===== config.mk =====
export PLATFORM = sky130hd
export DESIGN_NAME = lvt_write_tracker
export DESIGN_NICKNAME = d
export VERILOG_FILES = /design/src/rtl/lvt_write_tracker.sv
export SDC_FILE = /design/constraint.sdc
export NUM_CORES = 1
export LEC_CHECK = 0
export CORE_ASPECT_RATIO = 0.9
export CORE_MARGIN = 5
export CORE_UTILIZATION = 35
export CTS_BUF_LIST = sky130_fd_sc_hd__clkbuf_4 sky130_fd_sc_hd__clkbuf_8
export CTS_CLUSTER_SIZE = 14
export DETAILED_ROUTE_END_ITERATION = 7
export PLACE_DENSITY = 0.55
export SYNTH_ARGS = -nofsm -noshare
export SYNTH_HDL_FRONTEND = slang
export SYNTH_SLANG_ARGS = --single-unit

===== constraint.sdc =====
create_clock -name clk -period 1.9 [get_ports clk]
set_input_delay 0.475 -clock clk [delete_from_list [all_inputs] [get_ports clk]]
set_output_delay 0.475 -clock clk [all_outputs]
set_load 0.02 [all_outputs]

===== src/rtl/lvt_write_tracker.sv =====
// lvt_write_tracker: live-value table recording which write port last wrote each index.
// An INIT sweep zeroes the table after reset; RUN accepts up to four writes and two reads per cycle.
module lvt_write_tracker #(
    parameter int IDX_W = 6,
    parameter int NPORT = 4
) (
    input  logic             clk,
    input  logic             reset_n,
    input  logic [NPORT-1:0] wr_en,
    input  logic [IDX_W-1:0] wr_idx_0,
    input  logic [IDX_W-1:0] wr_idx_1,
    input  logic [IDX_W-1:0] wr_idx_2,
    input  logic [IDX_W-1:0] wr_idx_3,
    output logic             wr_ready,
    input  logic             rd_en_0,
    input  logic             rd_en_1,
    input  logic [IDX_W-1:0] rd_idx_0,
    input  logic [IDX_W-1:0] rd_idx_1,
    output logic [1:0]       rd_sel_0,
    output logic [1:0]       rd_sel_1,
    output logic             rd_valid_0,
    output logic             rd_valid_1,
    output logic [7:0]       drop_cnt
);
    localparam int DEPTH = 1 << IDX_W;
    typedef enum logic {INIT, RUN} state_t;
    state_t           state, state_nxt;
    logic [IDX_W-1:0] sweep, sweep_nxt;
    logic [1:0]       lvt [DEPTH];
    logic [IDX_W-1:0] wr_idx [NPORT];
    logic [8:0]       drop_sum;
    logic [7:0]       drop_nxt;
    assign wr_idx[0] = wr_idx_0;
    assign wr_idx[1] = wr_idx_1;
    assign wr_idx[2] = wr_idx_2;
    assign wr_idx[3] = wr_idx_3;
    assign wr_ready  = (state == RUN);
    always_comb begin
        state_nxt = state;
        sweep_nxt = sweep;
        drop_sum  = {1'b0, drop_cnt} + ((state == INIT) ? 9'($countones(wr_en)) : 9'd0);
        drop_nxt  = drop_sum[8] ? 8'hff : drop_sum[7:0];
        if (state == INIT) begin
            sweep_nxt = sweep + 1'b1;
            state_nxt = (sweep == IDX_W'(DEPTH - 1)) ? RUN : INIT;
        end
    end
    always_ff @(posedge clk or negedge reset_n) begin
        if (!reset_n) begin
            state    <= INIT;
            sweep    <= '0;
            drop_cnt <= '0;
        end else begin
            state    <= state_nxt;
            sweep    <= sweep_nxt;
            drop_cnt <= drop_nxt;
        end
    end
    // Table is unreset; ascending loop order lets the highest port win on a shared index.
    always_ff @(posedge clk) begin
        if (reset_n) begin
            if (state == INIT)
                lvt[sweep] <= 2'd0;
            else
                for (int p = 0; p < NPORT; p++)
                    if (wr_en[p]) lvt[wr_idx[p]] <= 2'(p);
        end
    end
    always_ff @(posedge clk or negedge reset_n) begin
        if (!reset_n) begin
            rd_valid_0 <= 1'b0;
            rd_valid_1 <= 1'b0;
            rd_sel_0   <= 2'd0;
            rd_sel_1   <= 2'd0;
        end else begin
            rd_valid_0 <= rd_en_0;
            rd_valid_1 <= rd_en_1;
            if (rd_en_0) rd_sel_0 <= lvt[rd_idx_0];
            if (rd_en_1) rd_sel_1 <= lvt[rd_idx_1];
        end
    end
endmodule


==> Yosys cells after proc, flatten, opt, wreduce, memory -nomap -nowiden <==
Memories as Yosys holds them, arrays and structs flattened. A register that Yosys moved wholly into a read port is not among the register bits.
Index checks and enable logic that the tools add are counted.
{ "classes": {"n_addsub": 5, "eq_ne": 1, "mux": 26, "n_reduce_logical": 3} }
{ "op_table": {"columns": ["operator", "count"], "rows": [
  ["2-to-1 mux 1 bit", 22],
  ["adder 8 x 3 -> 9 bit", 1],
  ["2-to-1 mux 8 bit", 1],
  ["adder 6 x 1 -> 6 bit, second input constant", 1],
  ["equality test 6 bit, second input constant", 1],
  ["2-to-1 mux 6 bit", 1],
  ["adder 1 x 1 -> 2 bit", 2],
  ["adder 2 x 2 -> 3 bit", 1],
  ["2-to-1 mux 3 bit", 1],
  ["zero test 1 bit", 2],
  ["2-to-1 mux 2 bit", 1],
  ["OR reduction 2 bit", 1]
]} }
{ "word_totals": {"regBits": 17, "ram_bits": 128, "inputBits": 44, "output_inout_bits": 15, "elab_cells": 41, "mem_count": 1} }
{ "memory_table": {"columns": ["name", "words", "width", "rd", "rd_clocked_by_memory_dff", "wr", "line_no", "source"], "rows": [
  ["lvt", 64, 2, 2, 2, 4, "29", "logic [1:0] lvt [DEPTH];"]
]} }

==> Longest topological paths before layout <==
{ "depth": {"word_depth": 6, "mapped_depth": 10, "ltp_nobuf": 10} }

==> Worst setup path before layout <==
No wires, ideal clock.
{ "synth_timing": {"path_kind": "input -> register", "start": "input wr_en[0]", "end": "register drop_cnt[5]", "setup_ps": 133, "arrival_ps": 2508, "required_time_ps": 1767, "path_slack_ps": -742, "path_stages": 9, "path_cell_list": "fa_1 > ha_1 > nor2b_1 > ha_1 > fa_1 > a21oi_1 > nor2_1 > nand3_1 > nand3_1"} }
{ "synth_between": {"elab_chain_len": 5} }
{ "synth_lines": {"columns": ["item", "line_no", "source"], "rows": [
  ["start, declared", "9", "input logic [NPORT-1:0] wr_en,"],
  ["adder 1 x 1 -> 2 bit (not written as such)", "41", "drop_sum = {1'b0, drop_cnt} + ((state == INIT) ? 9'($countones(wr_en)) : 9'd0);"],
  ["adder 2 x 2 -> 3 bit (not written as such)", "41", null],
  ["2-to-1 mux 3 bit", "41", null],
  ["adder 8 x 3 -> 9 bit", "41", null],
  ["2-to-1 mux 8 bit", "42", "drop_nxt = drop_sum[8] ? 8'hff : drop_sum[7:0];"],
  ["net drop_nxt[5]", "32", "logic [7:0] drop_nxt;"],
  ["end signal, assigned", "56", "drop_cnt <= drop_nxt;"],
  ["end, declared", "23", "output logic [7:0] drop_cnt"]
]} }
The timed path passes the listed nets, and every way through them passes these cells.
A chain may end at the register's enable or synchronous reset.

==> Final worst setup path <==
{ "layout_timing": {"start": "input wr_en[1]", "end": "register drop_cnt[7]"} }
The elaborated chain is that of the path after synthesis.

==> results.ini <==
[final_layout]
area_delta_synth_final_pct=34.9
final_common_cell=nor2_1
final_util=0.475
layout-drive-gt1-share=0.241
layout_common_cells=161 x nor2_1, 158 x nand2_1, 123 x dfxtp_1
antenna_cells=0
nNetsFinal=1259

[setup_path]
worstReg2RegEnd=rd_sel_1[1]
path_cells=buf_6, fa_1, ha_4, ha_4, nor2b_4, ha_4, a21o_1, a21oi_4, nor3b_2, o21a_1
cpPeakStageDelay_ns=0.51
endpoint_kind=flip-flop
cpMaxStageDelayCell=fa_1
critical_path.startpoint=wr_en[1]
cp.arrival_ns=2.51
cp-start-kind=primary input
r2r_slack_ns=-0.06
worstPathRequired_ns=2.27
path_buf_inv=1
cp_common_cell=ha_4
reg2reg_from=lvt[14][1]
path_max_fanout=4
reg2regPathDepth=5
criticalPathCategory=primary input to flip-flop
critPathTopFamily=adder cells

[clocking]
cts-hold-fix-buffers=0
clkLatencyLatePin_ns=0.47
clockBufferDepth=2
cts_buffers=17
htree_num_levels=4
clk_pin_slew_worst_paths_ns=0.10
ctsRootBufferMaster=clkbuf_8
cts_tree=done
cts_sinks=149

[floorplanning]
die_x_um=180
die_h_um=163
io_pins=59
rows=56
core_area_um2=25900
initial_utilization=0.352
die-area_um2=29300

[power_and_ir_drop]
powerDensity_nw_per_um2=645
ir_drop_v=0.000384
p_leak_nw=4.73

[placement]
dp_slack_ns=-1.18
hpwlAfterDp_um=27000
gp_congestion=1.00
io_buffers=58

[grt]
grt_start_max_net_pins=19
overflow=0
grt_first_pass_wirelength_um=54800
antenna_found_initial=0
grt.total_usage=0.245
grt_pass1_vias=9030

[sta]
slew_headroom=0.733
slew_viol_final=0
post-route-period-util=1.12
layout_setup_ws_ns=-0.236
fin_crit_ns=2.14
finClkSkew_ns=0.0194
finalHoldViolCount=0
worst_slew_pin_slew_ns=0.389
setup-violations-final=10
rsz0062_at_grt=true
fmax_mhz=468

[logic_synthesis]
netlist_area_um2=9100
ys_ff_latch=149
synth.distinct_cells=51
synthCells=1035
async_flop_share=0.141
ys.flop_type=dfxtp_1
yosysSeqAreaShare=0.339
yosys_warnings=0
synth_edf_count=0
avgSynthCellArea_um2=8.80
syn-num-nets=1087

[status]
status=complete, but fails checks
violations=setup timing

[drt]
avgViaCountPerCell=5.95
via_count=9325
wirelength_um=36500
drc=0
ant_nets=0
detail_route.wl_per_cell_um=23.3
drt_pre_antenna_iters=8
drt_iter0_markers=896

[hold_path]
hold_path.class=primary input to async pin

[flow_run]
cap_viol_max_count=0

[report_power, final]
part / switching [W] / leakage (nW) / internal [W] / total (W)
Combinational: 0.000792 / 3.21 / 0.000712 / 0.00150
Clock: 0.00131 / 0.238 / 0.00175 / 0.00306
Sequential: 0.000123 / 1.29 / 0.00323 / 0.00335
Total: 0.00223 / 4.73 / 0.00569 / 0.00792
[registers in the layout, summed over array words and instances (netlist names)]
| register | count |
|---|---|
| drop_cnt | 8 |
| lvt | 128 |
| rd_sel_0 | 2 |
| rd_sel_1 | 2 |
| rd_valid_0 | 1 |
| rd_valid_1 | 1 |
| sweep | 6 |
| wr_ready | 1 |
[per-stage QoR]
| stage | hold WS, ns | TNS (ns) | total power, W | std cells | area (µm²) |
|---|---|---|---|---|---|
| 6_report | 0.114 | -1.73 | 0.00792 | 1568 | 12300 |
| 5_1_grt | 0.0981 | -2.57 | 0.00820 | 1568 | 12300 |
| 4_1_cts | 0.0706 | -2.17 | 0.00793 | 1567 | 12100 |
| 3_5_place_dp | 0.501 | -93.18 | 0.00491 | 1533 | 11600 |
| 3_3_place_gp | 0.504 | -90.01 | 0.00490 | 1533 | 11600 |
| 2_1_floorplan | 0.179 | -4.48 | 0.00414 | 1035 | 9230 |
[cells by family after synthesis]
family,share of synthesized area
flops,0.339
fa+ha+maj,0.0126
mux,0.186
compound gates,0.215
simple gates,0.205
buf+inv,0.0346
xor+xnor,0.00770
[worst max path at each step]
stage	slack [ns]	endpoint	cells after the start
2_1_floorplan	-0.57	drop_cnt[7]	9
3_3_place_gp	-1.13	drop_cnt[7]	10
3_5_place_dp	-1.18	drop_cnt[7]	10
4_1_cts	-0.29	drop_cnt[7]	10
5_1_grt	-0.29	drop_cnt[7]	11
6_report	-0.24	drop_cnt[7]	10
[cell usage after synthesis, drive strengths merged, types with 7 or more instances]
cell / n / area share
nand3: 19 / 0.010
clkbuf: 36 / 0.015
a21boi: 66 / 0.054
buf: 25 / 0.016
o21ai: 7 / 0.0038
nand2: 161 / 0.066
nand2b: 7 / 0.0048
a22oi: 14 / 0.012
nor2b: 22 / 0.015
mux2: 11 / 0.014
dfxtp: 128 / 0.28
nand3b: 10 / 0.0082
o22ai: 68 / 0.047
mux2i: 72 / 0.079
a21oi: 11 / 0.0060
dfrtp: 21 / 0.058
nor2: 173 / 0.072
mux4: 36 / 0.094
inv: 8 / 0.0033
a311o: 64 / 0.070
[timing repair]
item / 4_1_cts / 5_1_grt
setup endpoints to repair: 153 / 82
resized for setup: 67 / 48
setup buffers: 2 / 1
pin swaps: 16 / 27
[worst register-to-register path, cell delays in order (launching register included)]
cell	delay (ns)
dfxtp_2	0.35
mux4_2	0.47
mux4_2	0.53
o22ai_4	0.19
nor3_2	0.08
a211o_1	0.22
[layout make-up]
cell class	instances	area, µm²
well taps	348	435
repair buffers	214	2290
inverters	8	30.0
clock inverters	12	226
multi-input cells	817	5950
fillers	2463	13600
clock buffers	20	256
flip-flops and latches	149	3100
[metal layers]
metal,vias up,wire (µm),track usage
met5,-,0,0
met3,77,3170,0.0550
met1,4578,15800,0.330
met2,464,16300,0.392
met4,0,1270,0.0835
li1,4206,-,-
No activity file was read; power rests on OpenSTA's default activity.
